--- src/rtl/master_port.sv ---
// Bus master port: takes one local read/write request, arbitrates for the bus,
// shifts address/data out serially and collects the slave's serial response.
module master_port #(
  parameter int ADDR_WIDTH = 14,
  parameter int DATA_WIDTH = 8,
  parameter int TIMEOUT    = 255
) (
  input  logic                  clk,
  input  logic                  rst,
  input  logic                  dvalid,
  input  logic                  dmode,
  input  logic [ADDR_WIDTH-1:0] daddr,
  input  logic [DATA_WIDTH-1:0] dwdata,
  output logic                  dready,
  output logic [DATA_WIDTH-1:0] drdata,
  output logic                  ddone,
  output logic                  derr,
  output logic                  breq,
  input  logic                  bgrant,
  output logic                  mwdata,
  output logic                  mmode,
  output logic                  mvalid,
  input  logic                  srdata,
  input  logic                  svalid,
  input  logic                  sready
);
  localparam int TX_W  = (ADDR_WIDTH > DATA_WIDTH) ? ADDR_WIDTH : DATA_WIDTH;
  localparam int CNT_W = $clog2(TX_W + 1);
  localparam int TMO_W = $clog2(TIMEOUT + 1);
  localparam logic [CNT_W-1:0] ADDR_LAST = CNT_W'(ADDR_WIDTH - 1);
  localparam logic [CNT_W-1:0] DATA_LAST = CNT_W'(DATA_WIDTH - 1);
  localparam logic [TMO_W-1:0] TMO_LAST  = TMO_W'(TIMEOUT - 1);

  typedef enum logic [2:0] {IDLE, REQ, ADDR, WDATA, WAIT, RDATA, DONE} state_t;

  state_t                state_q, state_d;
  logic                  mode_q, mode_d;
  logic [DATA_WIDTH-1:0] wdata_q, wdata_d;
  logic [TX_W-1:0]       tx_q, tx_d;
  logic [DATA_WIDTH-1:0] rx_q, rx_d, rx_shift;
  logic [CNT_W-1:0]      bit_cnt_q, bit_cnt_d;
  logic [TMO_W-1:0]      tmo_q, tmo_d;
  logic                  err_d;
  logic                  xfer_d;

  logic                  dready_q, ddone_q, derr_q, breq_q;
  logic                  mwdata_q, mmode_q, mvalid_q;
  logic [DATA_WIDTH-1:0] drdata_q;

  // Received bits enter at the top so the first bit ends up in bit 0.
  assign rx_shift = (rx_q >> 1) | (DATA_WIDTH'(srdata) << (DATA_WIDTH - 1));
  assign xfer_d   = (state_d == ADDR) || (state_d == WDATA);

  always_comb begin
    state_d   = state_q;
    mode_d    = mode_q;
    wdata_d   = wdata_q;
    tx_d      = tx_q;
    rx_d      = rx_q;
    bit_cnt_d = bit_cnt_q;
    tmo_d     = tmo_q;
    err_d     = 1'b0;
    unique case (state_q)
      IDLE: begin
        if (dvalid) begin
          state_d = REQ;
          mode_d  = dmode;
          wdata_d = dwdata;
          tx_d    = '0;
          tx_d[ADDR_WIDTH-1:0] = daddr;
        end
      end
      REQ: begin
        if (bgrant) begin
          state_d   = ADDR;
          bit_cnt_d = '0;
        end
      end
      ADDR, WDATA: begin
        if (!bgrant) begin
          state_d = IDLE;
          err_d   = 1'b1;
        end else begin
          tx_d      = tx_q >> 1;
          bit_cnt_d = bit_cnt_q + CNT_W'(1);
          if (state_q == ADDR && bit_cnt_q == ADDR_LAST) begin
            bit_cnt_d = '0;
            tmo_d     = '0;
            if (mode_q) begin
              state_d = WDATA;
              tx_d    = '0;
              tx_d[DATA_WIDTH-1:0] = wdata_q;
            end else begin
              state_d = WAIT;
            end
          end else if (state_q == WDATA && bit_cnt_q == DATA_LAST) begin
            bit_cnt_d = '0;
            tmo_d     = '0;
            state_d   = WAIT;
          end
        end
      end
      WAIT: begin
        if (mode_q && sready) begin
          state_d = DONE;
        end else if (!mode_q && svalid) begin
          rx_d      = rx_shift;
          bit_cnt_d = CNT_W'(1);
          state_d   = (DATA_WIDTH == 1) ? DONE : RDATA;
        end else if (tmo_q == TMO_LAST) begin
          state_d = IDLE;
          err_d   = 1'b1;
        end else begin
          tmo_d = tmo_q + TMO_W'(1);
        end
      end
      RDATA: begin
        if (svalid) begin
          rx_d      = rx_shift;
          bit_cnt_d = bit_cnt_q + CNT_W'(1);
          if (bit_cnt_q == DATA_LAST) state_d = DONE;
        end else if (tmo_q == TMO_LAST) begin
          state_d = IDLE;
          err_d   = 1'b1;
        end else begin
          tmo_d = tmo_q + TMO_W'(1);
        end
      end
      DONE:    state_d = IDLE;
      default: state_d = IDLE;
    endcase
  end

  // Outputs are decoded from the next state so they line up with the state register.
  always_ff @(posedge clk) begin
    if (rst) begin
      state_q   <= IDLE;
      mode_q    <= 1'b0;
      wdata_q   <= '0;
      tx_q      <= '0;
      rx_q      <= '0;
      bit_cnt_q <= '0;
      tmo_q     <= '0;
      dready_q  <= 1'b1;
      breq_q    <= 1'b0;
      mvalid_q  <= 1'b0;
      mwdata_q  <= 1'b0;
      mmode_q   <= 1'b0;
      ddone_q   <= 1'b0;
      derr_q    <= 1'b0;
      drdata_q  <= '0;
    end else begin
      state_q   <= state_d;
      mode_q    <= mode_d;
      wdata_q   <= wdata_d;
      tx_q      <= tx_d;
      rx_q      <= rx_d;
      bit_cnt_q <= bit_cnt_d;
      tmo_q     <= tmo_d;
      dready_q  <= (state_d == IDLE);
      breq_q    <= (state_d != IDLE);
      mvalid_q  <= xfer_d;
      mwdata_q  <= xfer_d & tx_d[0];
      mmode_q   <= xfer_d & mode_d;
      ddone_q   <= (state_d == DONE);
      derr_q    <= err_d;
      if (state_d == DONE && !mode_q) drdata_q <= rx_d;
    end
  end

  assign dready = dready_q;
  assign breq   = breq_q;
  assign mvalid = mvalid_q;
  assign mwdata = mwdata_q;
  assign mmode  = mmode_q;
  assign ddone  = ddone_q;
  assign derr   = derr_q;
  assign drdata = drdata_q;

endmodule

--- config.mk ---
export PLATFORM = sky130hd
export DESIGN_NAME = master_port
export DESIGN_NICKNAME = d
export VERILOG_FILES = /design/src/rtl/master_port.sv
export SDC_FILE = /design/constraint.sdc
export NUM_CORES = 1
export LEC_CHECK = 0
export BUFFER_PORTS_ARGS = -buffer_cell sky130_fd_sc_hd__buf_2
export CAP_MARGIN = 20
export CORE_ASPECT_RATIO = 0.75
export CORE_MARGIN = 10
export CORE_UTILIZATION = 40
export DETAILED_ROUTE_END_ITERATION = 7
export GPL_ROUTABILITY_DRIVEN = 0
export PLACE_DENSITY = 0.6
export SLEW_MARGIN = 10
export SYNTH_ARGS = -nofsm -noshare
export SYNTH_HDL_FRONTEND = slang
export SYNTH_SLANG_ARGS = --single-unit
export TNS_END_PERCENT = 50
--- constraint.sdc ---
create_clock -name clk -period 5.03 [get_ports clk]
set_input_delay 0.503 -clock clk [delete_from_list [all_inputs] [get_ports clk]]
set_output_delay 0.503 -clock clk [all_outputs]
set_load 0.01 [all_outputs]
==> results.sh, run 1 <==
export IMPL_crit_top_cell="nand2_1"
export IMPL_hold_buffers=0
export IMPL_synth_xor_area_share_pct=0
export IMPL_rsz0062_at_grt="no"
export IMPL_synth_top_family_by_area="simple AND/OR/NAND/NOR gates"
export IMPL_via_per_inst=5.22
export IMPL_fp_dieW_um=117
export IMPL_wl_um=6800
export IMPL_avgSynthCellArea_um2=8.75
export IMPL_setup_violations=0
export IMPL_crit_fanout=16
export IMPL_grt_pass1_wl_um=11400
export IMPL_yosys_most_used_dff="dfxtp_1"
export IMPL_synth_distinct_cells=52
export IMPL_cts_sinks=61
export IMPL_vias=2439
export IMPL_synth_top_area_cell="dfxtp_1"
export IMPL_cpPeakStageDelay_ns=0.59
export IMPL_synth_top_area_share_pct=42.9
export IMPL_synth_compound_area_share_pct=17.4
export IMPL_drt_iter0_drc=169
export IMPL_wl_met1_um=3260
export IMPL_power_mw=1.11
export IMPL_synth_common_cells="dfxtp_1, nand2_1, a21oi_1"
export IMPL_skew_ns=0.00743
export IMPL_nets=398
export IMPL_cpMaxStageDelayCell="nor2b_2"
export IMPL_wl_met3_um=390
export IMPL_synth_area_um2=2850
export IMPL_r2r_start="state_q[2]"
export IMPL_max_vdd_ir_drop_mv=0.162
export IMPL_wl_per_cell_um=14.6
export IMPL_clockBufferDepth=2
export IMPL_dieArea_um2=10900
export IMPL_yosysMostFrequentCell="dfxtp_1"
export IMPL_overflow=0
export IMPL_maxCapViolCount=0
export IMPL_cts_tree="done"
export IMPL_dr_wl_met2_um=3040
export IMPL_tightest_slew_ns=1.02
export IMPL_place_hpwl_um=4880
export IMPL_arrival_ns=2.68
export IMPL_io_buffers=44
export IMPL_synth_mux_area_fraction_pct=8.14
export IMPL_drc=0
export IMPL_post_route_min_period_ns=2.41
export IMPL_firstDrtPassIters=4
export IMPL_ctsResizeCount=0
export IMPL_syn_nets=359
export IMPL_fmax_ghz=0.414
export IMPL_async_reset_ff_share_pct=0
export IMPL_htree_levels=3
export IMPL_ios=45
export IMPL_grt_antenna_before_repair=0
export IMPL_yosys_area_share_simple_pct=25.8
export IMPL_hp_class="input port to register"
export IMPL_grt_pass1_vias=2336
export IMPL_rows=26
export IMPL_drive_gt1_share_pct=22.5
export IMPL_syn_inst=325
export IMPL_antennaDiodeCount=0
export IMPL_insertion_delay_ns=0.34
export IMPL_worst_setup_path_start_kind="register"
export IMPL_startpoint="state_q[2]"
export IMPL_hold_viol=0
export IMPL_worst_ep_required_time_ns=5.29
export IMPL_area_delta_synth_final_pct=17.9
export IMPL_post_cts_buffers=0
export IMPL_yosysWarnings=0
export IMPL_grt_total_usage_pct=12.5
export IMPL_initial_core_util_pct=41.5
export IMPL_core_area_um2=6860
export IMPL_slew_headroom_pct=31.7
export IMPL_status="complete, no violations"
export IMPL_synth_seq_cells=61
export IMPL_path_delay_family="simple AND/OR/NAND/NOR gates"
export IMPL_fp_dieH_um=93.0
export IMPL_leakage_nw=1.35
export IMPL_fin_tns_setup_ns=0
export IMPL_path_buf_inv=0
export IMPL_worstSetupEndpointType="register"
export IMPL_crit_type="register to register"
export IMPL_clockRootBuffer="clkbuf_8"
export IMPL_power_density_nw_per_um2=332
export IMPL_slew_violations=0
export IMPL_routed_top_layer="met4"
export IMPL_synthAdderAreaFrac_pct=1.76
export IMPL_finalCritPeriodShare_pct=48.0
export IMPL_crit_chain="nor2b_2 -> nand3_1 -> nand2_1 -> nand2_1 -> or3_1 -> a21oi_1"
export IMPL_synth_edf_count=0
export IMPL_synth_area_leaders="dfxtp_1, nand2_1, a21oi_1"
export IMPL_grt_max_degree=57
export IMPL_clk_pin_slew_ns=0.07
export IMPL_ant_nets=0
export IMPL_ys_seq_area_share_pct=42.9
export IMPL_min_delay_start="dwdata[1]"
export IMPL_cts_inserted_buffers=9
-- state kept, by name, indices dropped and copies added (netlist names) --
signal     flops
drdata         8
mode_q         1
tmo_q          8
derr           1
ddone          1
wdata_q        8
tx_q          14
dready         1
rx_q           8
state_q        3
breq           1
mwdata         1
bit_cnt_q      4
mvalid         1
mmode          1
-- cells by family after synthesis --
logic type               count (synthesis)
adder cells (fa/ha/maj)                  4
AND/OR/NAND/NOR                        143
AO/OA/AOI/OAI                           75
flip-flops                              61
multiplexers                            18
buffers and inverters                   24
-- through the flow --
stage	cell area, µm²	setup slack (ns)	hold slack (ns)	std cells	utilization (%)
4_1_cts	3350	2.65	0.385	467	48.9
6_report	3350	2.62	0.395	467	48.9
3_3_place_gp	3110	2.68	0.442	451	45.3
2_1_floorplan	2850	3.13	0.434	325	-
3_5_place_dp	3110	2.67	0.444	451	45.3
5_1_grt	3350	2.45	0.392	467	48.9
-- power by group --
part / switching, mW / internal (mW)
Clock: 0.186 / 0.332
Combinational: 0.0492 / 0.0352
Sequential: 0.0114 / 0.500
Total: 0.246 / 0.867
-- tightest hold or removal path, delay by kind of cell --
family / cells / cell delay (ns)
buf+inv: 1 / 0.09
compound gates: 1 / 0.05
simple gates: 1 / 0.04
-- path summary, 6_finish.rpt --
path                            depth (start not counted)           end  slack, ns
worst min-delay path                                    3    wdata_q[1]       0.39
worst max register to register                          6  bit_cnt_q[3]       2.62
worst min register to register                          2    wdata_q[7]       0.45
worst max-delay path                                    6  bit_cnt_q[3]       2.62
-- layer usage --
layer | GRT usage (%) | up-vias
met2 | 18.9 | 59
li1 | - | 1232
met5 | 0 | -
met4 | 5.51 | 0
met1 | 16.3 | 1135
met3 | 3.60 | 13
-- placed cells by master (no fill, tap or decap), types with 6 or more instances in the layout --
cell and count:
dfxtp_1 61, o21ai_0 6, a21oi_1 39, nand2_1 53, mux2_4 8, buf_2 44, nor2_1 28, nand3b_1 6
inv_1 7, a22oi_1 9, clkbuf_8 13, nor2b_1 9, nand3_1 15, mux2_1 8
-- cell type report --
type | count | area [µm²]
clock buffer | 13 | 179
clock inverter | 3 | 65.1
fill | 658 | 3510
inverter | 7 | 26.3
multi-input combinational | 240 | 1510
sequential | 61 | 1220
tap | 98 | 123
timing repair buffer | 45 | 228
Note: power is estimated with default switching activity, not from simulation.
==> inputs of run 2 (changes only) <==
==> constraint.sdc (replaced) <==
create_clock -name clk -period 2.4 [get_ports clk]
set_input_delay 0.24 -clock clk [delete_from_list [all_inputs] [get_ports clk]]
set_output_delay 0.24 -clock clk [all_outputs]
set_load 0.01 [all_outputs]
==> run 2 against run 1 <==
Against the previous run:
- critical endpoint is now drdata[7]
- routed wire length grew 1.2%
- core utilization shrank 0.57 points
- fmax grew 10%
- critical path depth is the same
- worst setup slack lost 2.4 ns
- non-clock buffer count grew 5
- combinational power grew 110%
- first-iteration DRC count shrank 12%
==> results.sh, run 2 (synthesis results as in run 1) <==
export IMPL_status="complete, no violations"
export IMPL_clockBufferDepth=2
export IMPL_grt_antenna_before_repair=0
export IMPL_setup_violations=0
export IMPL_min_delay_start="dwdata[5]"
export IMPL_seq_power_share_pct=52.9
export IMPL_nets=403
export IMPL_regMostFlops="tx_q"
export IMPL_p_int_mw=1.54
export IMPL_grt_pass1_wl_um=11900
export IMPL_tightest_slew_ns=0.809
export IMPL_rrSetupSlack_ns=0.21
export IMPL_fin_tns_setup_ns=0
export IMPL_grt_max_degree=44
export IMPL_core_area_um2=6860
export IMPL_worstSetupEndpointType="register"
export IMPL_firstDrtPassIters=6
export IMPL_drc=0
export IMPL_leakage_nw=1.34
export IMPL_rows=26
export IMPL_switching_share_pct=24.0
export IMPL_hold_depth=3
export IMPL_fp_dieW_um=117
export IMPL_fin_util_pct=48.3
export IMPL_grt_pass1_vias=2366
export IMPL_reg2regPathDepth=6
export IMPL_fin_ws_ns=0.210
export IMPL_final_cell_mix="dfxtp_1, nand2_1, buf_2"
export IMPL_slew_violations=0
export IMPL_p_sw_mw=0.487
export IMPL_grt_total_usage_pct=13.0
export IMPL_cts_tree="done"
export IMPL_area_delta_synth_final_pct=16.5
export IMPL_cts_sinks=61
export IMPL_worst_ep_required_time_ns=2.62
export IMPL_drive_gt1_share_pct=23.1
export IMPL_routed_top_layer="met4"
export IMPL_clockRootBuffer="clkbuf_8"
export IMPL_vias=2437
export IMPL_largest_reg_flops=14
export IMPL_arrival_ns=2.41
export IMPL_via_per_inst=5.19
export IMPL_antennaDiodeCount=0
export IMPL_post_route_min_period_ns=2.19
export IMPL_fp_dieH_um=93.0
export IMPL_finalCritPeriodShare_pct=91.3
export IMPL_wl_um=6880
export IMPL_rr_endpoint="drdata[7]"
export IMPL_wl_met3_um=377
export IMPL_post_dp_cell_area_um2=3150
export IMPL_drt_iter0_drc=148
export IMPL_dieArea_um2=10900
export IMPL_post_cts_buffers=0
export IMPL_initial_core_util_pct=41.5
export IMPL_finalInstanceArea_um2=3310
export IMPL_power_density_nw_per_um2=611
export IMPL_hold_ws_ns=0.146
export IMPL_power_share_clock_pct=38.2
export IMPL_io_buffers=44
export IMPL_ant_nets=0
export IMPL_holdPathEnd="wdata_q[5]"
export IMPL_insertion_delay_ns=0.33
export IMPL_combPwrFrac_pct=8.8
export IMPL_power_mw=2.03
export IMPL_dr_wl_met2_um=2980
export IMPL_worst_setup_path_start_kind="register"
export IMPL_htree_levels=3
export IMPL_skew_ns=0.00477
export IMPL_clk_pin_slew_ns=0.06
export IMPL_wl_met1_um=3430
export IMPL_max_vdd_ir_drop_mv=0.302
export IMPL_rsz0062_at_grt="no"
export IMPL_dp_cells=456
export IMPL_layoutNonFillerInstCount=470
export IMPL_wl_per_cell_um=14.6
export IMPL_crit_fanout=11
export IMPL_place_hpwl_um=5010
export IMPL_layout_commonest_cell="dfxtp_1"
export IMPL_hp_class="input port to register"
export IMPL_dp_slack_ns=0.244
export IMPL_slew_headroom_pct=46.0
export IMPL_fmax_ghz=0.457
export IMPL_hold_viol=0
export IMPL_overflow=0
export IMPL_ios=45
export IMPL_maxCapViolCount=0
export IMPL_r2r_start="state_q[2]"
export IMPL_cts_inserted_buffers=9
export IMPL_crit_type="register to register"
[run 2: final cells by class]
cell class | count | area (µm²)
clock inverters | 2 | 10.0
flip-flops and latches | 61 | 1220
repair buffers | 50 | 265
clock buffers | 12 | 155
well taps | 98 | 123
multi-input cells | 240 | 1510
fillers | 685 | 3550
inverters | 7 | 26.3
[run 2: what timing repair did]
item                                    in CTS  in global routing
endpoints found under the setup margin       0                  2
hold buffers                                 0                  0
gates resized for setup                      0                  1
[run 2: routing by layer]
| metal | vias to the layer above | global-route usage, % |
|---|---|---|
| li1 | 1233 | - |
| met1 | 1137 | 17.1 |
| met2 | 59 | 19.2 |
| met3 | 8 | 5.23 |
| met4 | 0 | 4.05 |
| met5 | - | 0 |
[run 2: worst max path at each step]
stage	from	slack, ns	cells after the start	end
6_report	state_q[2]	0.21	6	drdata[7]
5_1_grt	state_q[2]	0.04	6	drdata[7]
4_1_cts	state_q[2]	0.22	6	drdata[7]
3_5_place_dp	bit_cnt_q[0]	0.24	8	tx_q[1]
3_3_place_gp	state_q[2]	0.21	6	drdata[7]
2_1_floorplan	bit_cnt_q[0]	0.50	7	drdata[0]
[run 2: critical path, stage by stage (launching register included)]
cell and delay (ns):
dfxtp_1 0.56, nor2b_2 0.40, nand2_1 0.16, a211oi_1 0.32, nor3_2 0.12, nand3_4 0.19
mux2_4 0.32
[run 2: power by group through the flow]
| stage | sequential, mW | combinational [mW] | clock (mW) |
|---|---|---|---|
| final | 1.07 | 0.179 | 0.775 |
| after global routing | 1.08 | 0.201 | 0.842 |
| after CTS | 1.07 | 0.179 | 0.800 |
| after detailed placement | 1.09 | 0.179 | 0 |
| after global placement | 1.09 | 0.179 | 0 |
| after floorplan | 1.09 | 0.122 | 0 |
